File: config.mk
export PLATFORM = sky130hd
export DESIGN_NAME = rcl_query_sched
export DESIGN_NICKNAME = d
export VERILOG_FILES = /design/src/rtl/rcl_query_sched.sv
export SDC_FILE = /design/constraint.sdc
export NUM_CORES = 1
export LEC_CHECK = 0
export CAP_MARGIN = 20
export CORE_MARGIN = 10
export CORE_UTILIZATION = 50
export CTS_CLUSTER_DIAMETER = 120
export DETAILED_ROUTE_END_ITERATION = 8
export MAX_ROUTING_LAYER = met4
export PLACE_DENSITY = 0.88
export RECOVER_POWER = 25
export SLEW_MARGIN = 20
export SYNTH_ARGS = -nofsm -noshare
export SYNTH_HDL_FRONTEND = slang
export SYNTH_SLANG_ARGS = --single-unit
File: constraint.sdc
create_clock -name clk -period 2.8 [get_ports clk]
set_input_delay 0.28 -clock clk [delete_from_list [all_inputs] [get_ports clk]]
set_output_delay 0.28 -clock clk [all_outputs]
set_load 0.02 [all_outputs]
File: src/rtl/rcl_query_sched.sv
// Round-robin scheduler sharing one circle/line intersection engine among
// NUM_REQ requesters. A granted query's six coefficients are streamed to the
// engine as three (L,Q) beats; the engine result (or a timeout) is returned
// with the requester index over a valid/ready response channel.
module rcl_query_sched #(
    parameter int NUM_REQ    = 4,
    parameter int WAIT_LIMIT = 8
) (
    input  logic                  clk,
    input  logic                  rst_n,
    input  logic [NUM_REQ-1:0]    req_valid,
    input  logic [NUM_REQ*30-1:0] req_coef,
    output logic [NUM_REQ-1:0]    req_ready,
    output logic                  rcl_in_valid,
    output logic [4:0]            rcl_coef_L,
    output logic [4:0]            rcl_coef_Q,
    input  logic                  rcl_out_valid,
    input  logic [1:0]            rcl_out,
    output logic                  rsp_valid,
    input  logic                  rsp_ready,
    output logic [2:0]            rsp_id,
    output logic [1:0]            rsp_result,
    output logic                  rsp_err,
    output logic                  busy,
    output logic [15:0]           done_cnt
);

    localparam int WCW = $clog2(WAIT_LIMIT + 1);

    typedef enum logic [2:0] {
        IDLE  = 3'd0,
        SEND0 = 3'd1,
        SEND1 = 3'd2,
        SEND2 = 3'd3,
        WAIT  = 3'd4,
        RESP  = 3'd5
    } state_t;

    state_t         state_q, state_d;
    logic [2:0]     ptr_q, ptr_d;
    logic [29:0]    coef_q, coef_d;
    logic [2:0]     id_q, id_d;
    logic [WCW-1:0] waitCnt_q, waitCnt_d;
    logic [1:0]     result_q, result_d;
    logic           err_q, err_d;
    logic [15:0]    doneCnt_q, doneCnt_d;

    logic               grantHit;
    logic [2:0]         grantIdx;
    logic [NUM_REQ-1:0] grantVec;
    logic [29:0]        grantCoef;

    // Round-robin pick: first pending requester at or above the pointer, else wrap to the lowest one
    always_comb begin
        grantHit  = 1'b0;
        grantIdx  = '0;
        grantVec  = '0;
        grantCoef = '0;
        for (int i = 0; i < NUM_REQ; i++) begin
            if (!grantHit && req_valid[i] && (i >= int'(ptr_q))) begin
                grantHit    = 1'b1;
                grantIdx    = 3'(i);
                grantVec[i] = 1'b1;
                grantCoef   = req_coef[i*30 +: 30];
            end
        end
        for (int i = 0; i < NUM_REQ; i++) begin
            if (!grantHit && req_valid[i] && (i < int'(ptr_q))) begin
                grantHit    = 1'b1;
                grantIdx    = 3'(i);
                grantVec[i] = 1'b1;
                grantCoef   = req_coef[i*30 +: 30];
            end
        end
    end

    // State and datapath registers; reset drops any in-flight query
    always_ff @(posedge clk or negedge rst_n) begin
        if (!rst_n) begin
            state_q   <= IDLE;
            ptr_q     <= '0;
            coef_q    <= '0;
            id_q      <= '0;
            waitCnt_q <= '0;
            result_q  <= '0;
            err_q     <= 1'b0;
            doneCnt_q <= '0;
        end else begin
            state_q   <= state_d;
            ptr_q     <= ptr_d;
            coef_q    <= coef_d;
            id_q      <= id_d;
            waitCnt_q <= waitCnt_d;
            result_q  <= result_d;
            err_q     <= err_d;
            doneCnt_q <= doneCnt_d;
        end
    end

    // Next-state: grant, stream three beats, wait for the engine with a timeout, then hold the response
    always_comb begin
        state_d   = state_q;
        ptr_d     = ptr_q;
        coef_d    = coef_q;
        id_d      = id_q;
        waitCnt_d = waitCnt_q;
        result_d  = result_q;
        err_d     = err_q;
        doneCnt_d = doneCnt_q;
        unique case (state_q)
            IDLE: begin
                if (grantHit) begin
                    state_d = SEND0;
                    coef_d  = grantCoef;
                    id_d    = grantIdx;
                    ptr_d   = (grantIdx == 3'(NUM_REQ - 1)) ? 3'd0 : grantIdx + 3'd1;
                end
            end
            SEND0: state_d = SEND1;
            SEND1: state_d = SEND2;
            SEND2: begin
                state_d   = WAIT;
                waitCnt_d = '0;
            end
            WAIT: begin
                if (rcl_out_valid) begin
                    result_d = rcl_out;
                    err_d    = (rcl_out == 2'd3);
                    state_d  = RESP;
                end else if (waitCnt_q == WCW'(WAIT_LIMIT - 1)) begin
                    result_d = 2'd0;
                    err_d    = 1'b1;
                    state_d  = RESP;
                end else begin
                    waitCnt_d = waitCnt_q + WCW'(1);
                end
            end
            RESP: begin
                if (rsp_ready) begin
                    state_d   = IDLE;
                    doneCnt_d = doneCnt_q + 16'd1;
                end
            end
            default: state_d = IDLE;
        endcase
    end

    // Outputs: grant only in IDLE and out of reset; engine bus driven only during the three send beats
    always_comb begin
        req_ready    = '0;
        rcl_in_valid = 1'b0;
        rcl_coef_L   = '0;
        rcl_coef_Q   = '0;
        case (state_q)
            IDLE: req_ready = rst_n ? grantVec : '0;
            SEND0: begin
                rcl_in_valid = 1'b1;
                rcl_coef_L   = coef_q[29:25];
                rcl_coef_Q   = coef_q[14:10];
            end
            SEND1: begin
                rcl_in_valid = 1'b1;
                rcl_coef_L   = coef_q[24:20];
                rcl_coef_Q   = coef_q[9:5];
            end
            SEND2: begin
                rcl_in_valid = 1'b1;
                rcl_coef_L   = coef_q[19:15];
                rcl_coef_Q   = coef_q[4:0];
            end
            default: ;
        endcase
    end

    assign rsp_valid  = (state_q == RESP);
    assign busy       = (state_q != IDLE);
    assign rsp_id     = id_q;
    assign rsp_result = result_q;
    assign rsp_err    = err_q;
    assign done_cnt   = doneCnt_q;

endmodule

Word level (Yosys, flattened, before mapping) --
Cells that the tools add are included.
Word-level totals: register bits 62, bits in latches 0, memory bits (writable) 0, ROM bits 0, input port bits 130, output and inout port bits 39, word-level logic and storage cells 112, memories 0
Operators by class: add/sub/neg operators 3, multiply operators 0, div/mod/pow operators 0, magnitude comparators 8, equality and inequality tests 13, shift operators 0, mux-type cells 48, bitwise logic cells 0, reduce and logical (&&, ||, !) cells 32
Operator list (count):
- $mux W30 | 8
- $mux W3 | 11
- $pmux W5 S3 | 2
- $mux W1 | 19
- $pmux W3 S6 | 1
- $add A16 B1 Y16 const B | 1
- $mux W4 | 4
- $logic_and A1 B1 Y1 | 15
- $eq A3 B2 Y1 const B | 3
- $pmux W4 S2 | 1
- $logic_not A1 Y1 | 7
- $eq A3 B3 Y1 const B | 2
- $ge A1 B3 Y1 const A | 2
- $ge A2 B3 Y1 const A | 2
- $lt A1 B3 Y1 const A | 2
- $lt A2 B3 Y1 const A | 2
- $ne A2 B2 Y1 const B | 3
- $reduce_and A2 Y1 | 3
- $reduce_and A3 Y1 | 2
- $add A4 B1 Y4 const B | 1
- $eq A4 B3 Y1 const B | 1
- $mux W2 | 2
- $reduce_bool A2 Y1 | 2
- $add A3 B1 Y3 const B | 1
- 7 further kinds | 7

Depth between registers and ports, before layout --
depth after elaboration 33, mapped depth 9, depth with buffers taken out 8

Worst setup path before layout --
No wires, ideal clock.
kind input port to output port, start input port req_valid[1], end output port req_ready[0], data arrival time 1.774 ns, required time 2.520 ns, setup slack 0.746 ns, stages 7, path buffers 3, cells stage by stage buf_6 > or3b_1 > a311oi_4 > buf_6 > buf_12 > nor2_1 > nor2_1
Between the ends: word-level cells in the longest chain between the ends 17
Ends and longest elaborated chain:
- from (decl) | RTL line 11 | input logic [NUM_REQ-1:0] req_valid,
- $logic_and A1 B1 Y1 (*) (2 in series) | RTL line 60 | if (!grantHit && req_valid[i] && (i >= int'(ptr_q))) begin
- $mux W1 (*) | RTL line 60
- $logic_not A1 Y1 | RTL line 60
- $logic_and A1 B1 Y1 (2 in series) | RTL line 60
- $mux W1 (*) | RTL line 60
- $logic_not A1 Y1 | RTL line 60
- $logic_and A1 B1 Y1 (2 in series) | RTL line 60
- $mux W1 (*) | RTL line 60
- $logic_not A1 Y1 (*) | RTL line 68 | if (!grantHit && req_valid[i] && (i < int'(ptr_q))) begin
- $logic_and A1 B1 Y1 (*) (2 in series) | RTL line 68
- $mux W1 (*) | RTL line 68
- $mux W4 (*) | RTL line 155 | IDLE: req_ready = rst_n ? grantVec : '0;
- $mux W4 (*) | RTL line 154 | case (state_q)
- to (decl) | RTL line 13 | output logic [NUM_REQ-1:0] req_ready,
Mark *: on every way between the ends. The rest lies on a longest branch, timed or not.

Worst setup path in the final report --
start register state_q[0], end output port rcl_coef_L[2]
Between the ends: word-level cells in the longest chain between the ends 2, elaborated cells on any way between the ends 4, those cells by class eq/ne: 3; mux: 1
Ends and longest elaborated chain:
- from (decl) | RTL line 39 | state_t state_q, state_d;
- from (signal assigned) | RTL line 89 | state_q <= state_d;
- $eq A3 B2 Y1 or $eq A3 B1 Y1 (tied branches) | RTL line 154
- $pmux W5 S3 (*) | RTL line 154
- to (decl) | RTL line 15 | output logic [4:0] rcl_coef_L,
Marked as above.

==> flow_metrics.tcl <==
set metrics [dict create \
    status "complete, but fails checks" \
    violations "capacitance limit, slew limit" \
    crit_required_ps 2520 \
    setup_viol 0 \
    slew_headroom_pct -0.881 \
    rsz0062_at_grt "no" \
    r2r_slack_ps 400 \
    die-area_sq_um 14000 \
    clock_tree.root_cell "clkbuf_8" \
    path_delay_family "buffers and inverters" \
    via_count 5644 \
    hold_buffers 0 \
    track_usage_pct 27.0 \
    multi_input_area_sq_um 3090 \
    crit_arrival_ps 2450 \
    synthCells 563 \
    max_cap_violations 1 \
    filler_cell_count 727 \
    die_width_um 118 \
    ys_types 51 \
    netlist_area_sq_um 4830 \
    antenna_found_initial 0 \
    synth_area_leaders "dfrtp_1, a221oi_2, a21oi_1" \
    synth_top_area_share_pct 31.1 \
    synth_top_cell_by_area "dfrtp_1" \
    hp-class "primary input to async pin" \
    switchingPower_uw 2790 \
    rows 35 \
    first_pass_iters 6 \
    grt_pass1_wl_um 30900 \
    syn2layout_area_growth_pct 42.2 \
    crit_fanout 12 \
    fmax_ghz 0.367 \
    fin_crit_ps 2730 \
    start_util_pct 51.8 \
    ff2ff_path_depth 6 \
    cts_sinks 60 \
    clk_latency_ps 350 \
    cp-start-kind "flop" \
    core_region_area_sq_um 9330 \
    io_buffer_count 167 \
    die-height_um 118 \
    crit_buf_inv 2 \
    path_cells "nor2b_1, buf_4, a22oi_1, nor2_1, clkdlybuf4s50_1" \
    clk_pin_slew_ps 80 \
    yosysMostFrequentCell "dfrtp_1" \
    power_frac_comb_pct 62.3 \
    p_leak_uw 0.00270 \
    clockPowerShare_pct 12.5 \
    finalCoreUtilization_pct 73.6 \
    grt_max_degree 61 \
    tns_ps 0 \
    critPathKind "flop to primary output" \
    clockBufferDepth 2 \
    synth_seq_area_share_pct 31.1 \
    drc 0 \
    ir_drop_mv 0.462 \
    hold_viol_final 0 \
    dp_hpwl_um 13800 \
    pwr-share-seq_pct 25.2 \
    drt_iter0_drc 776 \
    ys_ff_latch 60 \
    async_flop_share_pct 100 \
    reg2reg_from "state_q[0]$_DFFE_PN0P_" \
    gp_congestion 0.907 \
    via_per_inst 6.62 \
    ant_nets 0 \
    cts_tree "yes" \
    r2r-end "done_cnt[15]$_DFFE_PN0P_" \
    cp_slowest_cell "dfrtp_1" \
    synth_area_per_cell_sq_um 8.58 \
    drt_wl_total_um 19200 \
    p_per_area_nw_per_um2 865 \
    grt_overflow_total 0 \
    crit_start "state_q[0]$_DFFE_PN0P_" \
    drive_gt1_share_pct 14.9 \
    final_max_slew_viol_count 61 \
    htree_levels 3 \
    routedWlPerCell_um 22.5 \
    cpPeakStageDelay_ps 750 \
    p_sw_share_pct 46.9 \
    ys.flop_type "dfrtp_1" \
    intPower_uw 3150 \
    nNetsFinal 852 \
    ys_warn_count 0 \
    cp-endpoint "rcl_coef_L[2]" \
    synth.top_cells.by_count "dfrtp_1, nor2_1, nand2_1" \
    grt_pass1_vias 5956 \
    path_depth 5 \
    cts_buffers 9 \
    synth_edf_count 0 \
    fin_skew_ps 8.70 \
    period_share_pct 97.4 \
    synth_nets 696 \
    antenna_cells 0 \
    tightestPinTransition_ps 1510 \
    end_kind "primary output" \
    io_pins 169 \
    final-seq-area_sq_um 1500 \
]
-- repair_timing --
item	in CTS	in global routing
gates resized for setup	0	2
endpoints found under the setup margin	0	4
buffers inserted	0	0
endpoints found under the hold margin	0	0
-- cells in the final DEF, fill, tap and decap left out, types with 2 or more instances in the layout --
master / instances
a221oi_1: 4
a21oi_2: 2
nor2_1: 54
mux2_2: 12
o221ai_1: 9
clkbuf_8: 9
a21oi_1: 39
ha_1: 3
nor3b_1: 21
dfrtp_1: 59
nor3_1: 5
nand2b_1: 4
buf_4: 30
a221oi_2: 38
inv_6: 3
o31ai_1: 22
a21o_1: 9
and3_1: 4
a32o_1: 2
clkdlybuf4s50_1: 166
o21ai_0: 11
xnor2_1: 10
o21bai_1: 2
a31oi_1: 2
nor2b_1: 2
a2111oi_0: 9
a22oi_1: 18
o22ai_1: 22
nand2_1: 53
nand3_1: 38
or3_1: 22
inv_1: 4
a311oi_1: 2
clkinv_4: 3
xor2_1: 6
-- registers in the layout, summed over array words and instances, names as in the netlist --
register	flops
coef_q	30
ptr_q	2
rsp_err	1
rsp_result	2
done_cnt	16
rsp_id	2
state_q	3
waitCnt_q	4
-- power groups by stage --
stage / Combinational [uW] / Clock [uW] / Sequential [uW]
CTS: 3650 / 747 / 1480
global placement: 3520 / 0 / 1470
finish: 3700 / 743 / 1500
floorplan: 2320 / 0 / 1420
global route: 3970 / 781 / 1530
detailed placement: 3640 / 0 / 1490
-- stage by stage --
stage	hold slack [ps]	power, uW	worst slack [ps]	instances	cell area [sq um]
after global routing	495	6280	0.726	853	6870
after global placement	462	5000	179	837	6680
after floorplan	-15.6	3740	746	563	4830
after CTS	160	5880	48.0	853	6870
final	472	5940	71.7	853	6870
after detailed placement	466	5130	158	837	6680
-- area by class of cell --
type	instances	share of cell area (%)
Multi-Input combinational cell	445	45.0
Timing Repair Buffer	199	27.9
Sequential cell	60	21.9
Tap cell	129	2.35
Clock buffer	9	1.80
Clock inverter	7	0.874
Inverter	4	0.219
-- kinds of logic after synthesis --
family	after synthesis	share of synthesized area (%)
and+or+nand+nor	216	22.2
AOI/OAI and AO/OA	197	34.3
DFF	60	31.1
buffers and inverters	58	5.80
xor gates and xnor gates	16	2.90
muxes	12	2.80
adders and majority gates	3	0.777
other	1	0.0776
-- worst min path at each step --
| stage | start | end | slack, ps | depth (start not counted) |
|---|---|---|---|---|
| after detailed placement | done_cnt[15]$_DFFE_PN0P_ | done_cnt[15]$_DFFE_PN0P_ | 470 | 1 |
| after global placement | done_cnt[15]$_DFFE_PN0P_ | done_cnt[15]$_DFFE_PN0P_ | 460 | 1 |
| after CTS | rst_n | done_cnt[8]$_DFFE_PN0P_ | 160 | 2 |
| final | rst_n | done_cnt[14]$_DFFE_PN0P_ | 470 | 2 |
| after global routing | done_cnt[15]$_DFFE_PN0P_ | done_cnt[15]$_DFFE_PN0P_ | 500 | 1 |
| after floorplan | rst_n | coef_q[0]$_DFFE_PN0P_ | -20 | 0 |
-- per-layer routing --
| metal | track usage (%) | wire, um | up-vias | part of all wire, % |
|---|---|---|---|---|
| li1 | - | - | 2481 | - |
| met1 | 31.5 | 7240 | 2671 | 38 |
| met2 | 43.6 | 9240 | 420 | 48 |
| met3 | 5.81 | 1970 | 72 | 10 |
| met4 | 12.4 | 743 | 0 | 3.9 |
| met5 | - | 0 | - | 0 |
Note: power is estimated with default switching activity, not from simulation.
==> edit: new RTL, config.mk and constraints unchanged <==
Reset style: synchronous (`rst_n`), changed in one clocked block.
--- a/src/rtl/rcl_query_sched.sv
+++ b/src/rtl/rcl_query_sched.sv
@@ -75,7 +75,7 @@
     end
 
     // State and datapath registers; reset drops any in-flight query
-    always_ff @(posedge clk or negedge rst_n) begin
+    always_ff @(posedge clk) begin
         if (!rst_n) begin
             state_q   <= IDLE;
             ptr_q     <= '0;
Behaviour: differs if rst_n is asserted again (counterexample within 4 cycles, from zero or initial values and one cycle with rst_n low); with rst_n held inactive, the same outputs for 10 cycles.
==> edit against the unedited design <==
Synthesized area down 17%. Cell area down 13%. Core utilization up 3.3 points. Via count down 10%. Critical path depth up 2. Register-to-register slack better by 0.28 ns. Worst setup slack better by 0.064 ns. Routed wire length down 16%. Clock skew about the same. Sequential cell count unchanged.
Power is not compared: it rests on default switching activity, and its combinational part moved more than twofold at a synthesized area within 25%.
==> edit: results (changes against the unedited design) <==
** Route
- Starting DRT DRC Count :: 443 (-43%)
- Met3 WL post-DR :: 1.53 mm (-22%)
- The wire length on met2 was 7.85 mm (-15%).
- The detailed-routing wirelength on met1 is 6.10 mm (-16%).
- Wire length per cell after detailed routing :: 20.2 µm (-10%)

** Layout
- Post-layout net count :: 822 (-3.5%)
- Count of non-filler cells in the finished layout :: 796 (-6.7%)

** Setup path
- Critical path arrival :: 2.38 ns (-0.07 ns)
- The largest fanout of any net on the critical path was 10 (-2).
- Slowest stage cell, crit path :: clkdlybuf4s50_1
- Combined buffer and inverter count along the critical path :: 4 (+2)
- The maximum single-stage delay on the critical path came to 0.66 ns (-0.09 ns).

** STA
- Relative slew slack :: 58.7% (+60 points)
- Clock skew :: 0.00842 ns (-0.000284 ns)

** Global routing
- Vias in the first global route :: 5,084 (-15%)
- The overall track demand over capacity in global routing was 27.1% (+0.065 points).
- Pin count of the biggest net entering global routing :: 35 (-43%)
- Global-route wire length before repair :: 25.4 mm (-18%)

** Logic synthesis
- Synth Area per Inst :: 7.41 µm² (-14%)
- Share of synthesized area occupied by flip-flops and latches :: 30.0% (-1.0 points)
- Cell types with the highest counts after synthesis :: 72 x a21oi_1, 60 x dfxtp_1, 58 x a221oi_1, 51 x nand2_1, 49 x nor2_1
- Library cells used by synthesis :: 50 (-2.0%)

** Min path
- Class of the worst hold path :: flip-flop to flip-flop

** Place
- The detailed placer's ending HPWL is 11.7 mm (-15%).
- Last weighted congestion value of the routability-driven placer :: 0.964 (+6.3%)
- Number of placed instances with taps included :: 780 (-6.8%)

** Outcome
- Result of the run :: finished clean
-- edit: area by class of cell --
| cell class | count | area [µm²] | share of cell area [%] |
|---|---|---|---|
| repair buffers | 189 | 1850 | 30.9 |
| clock buffers | 9 | 124 | 2.07 |
| multi-input cells | 424 | 2560 | 42.9 |
| well taps | 102 | 128 | 2.14 |
| inverters | 5 | 18.8 | 0.314 |
| flip-flops and latches | 60 | 1200 | 20.1 |
| clock inverters | 7 | 91.3 | 1.53 |
-- edit: routing by layer --
layer	vias up	GRT usage, %
met2	326	46.0
met4	0	12.2
li1	2306	-
met1	2385	30.0
met5	-	-
met3	54	5.62
-- edit: final timing paths --
kind | start | endpoint | slack, ns | cells past startpoint
hold / removal | rsp_id[1]$_SDFFE_PN0P_ | rsp_id[1]$_SDFFE_PN0P_ | 0.50 | 2
hold reg to reg | rsp_id[1]$_SDFFE_PN0P_ | rsp_id[1]$_SDFFE_PN0P_ | 0.50 | 2
setup / recovery | state_q[0]$_SDFFE_PN0P_ | rcl_coef_L[2] | 0.14 | 7
setup reg to reg | state_q[0]$_SDFFE_PN0P_ | done_cnt[14]$_SDFFE_PN0P_ | 0.68 | 6
-- edit: cell families (layout without fill, tap and decap cells) --
family,count (synthesis),in the layout,share of synthesized area [%]
fa+ha+maj,3,3,0.939
other cells,1,1,0.0938
compound gates,193,193,31.4
xor+xnor,15,15,3.29
buf+inv,56,210,6.13
mux,13,13,3.60
simple gates,199,199,24.5
flops,60,60,30.0
-- edit: power by group --
part / internal, mW / total, mW / switching [mW]
clock network: 0.498 / 0.870 / 0.372
logic: 0.578 / 1.24 / 0.661
registers: 0.968 / 1.06 / 0.0873
total: 2.04 / 3.16 / 1.12
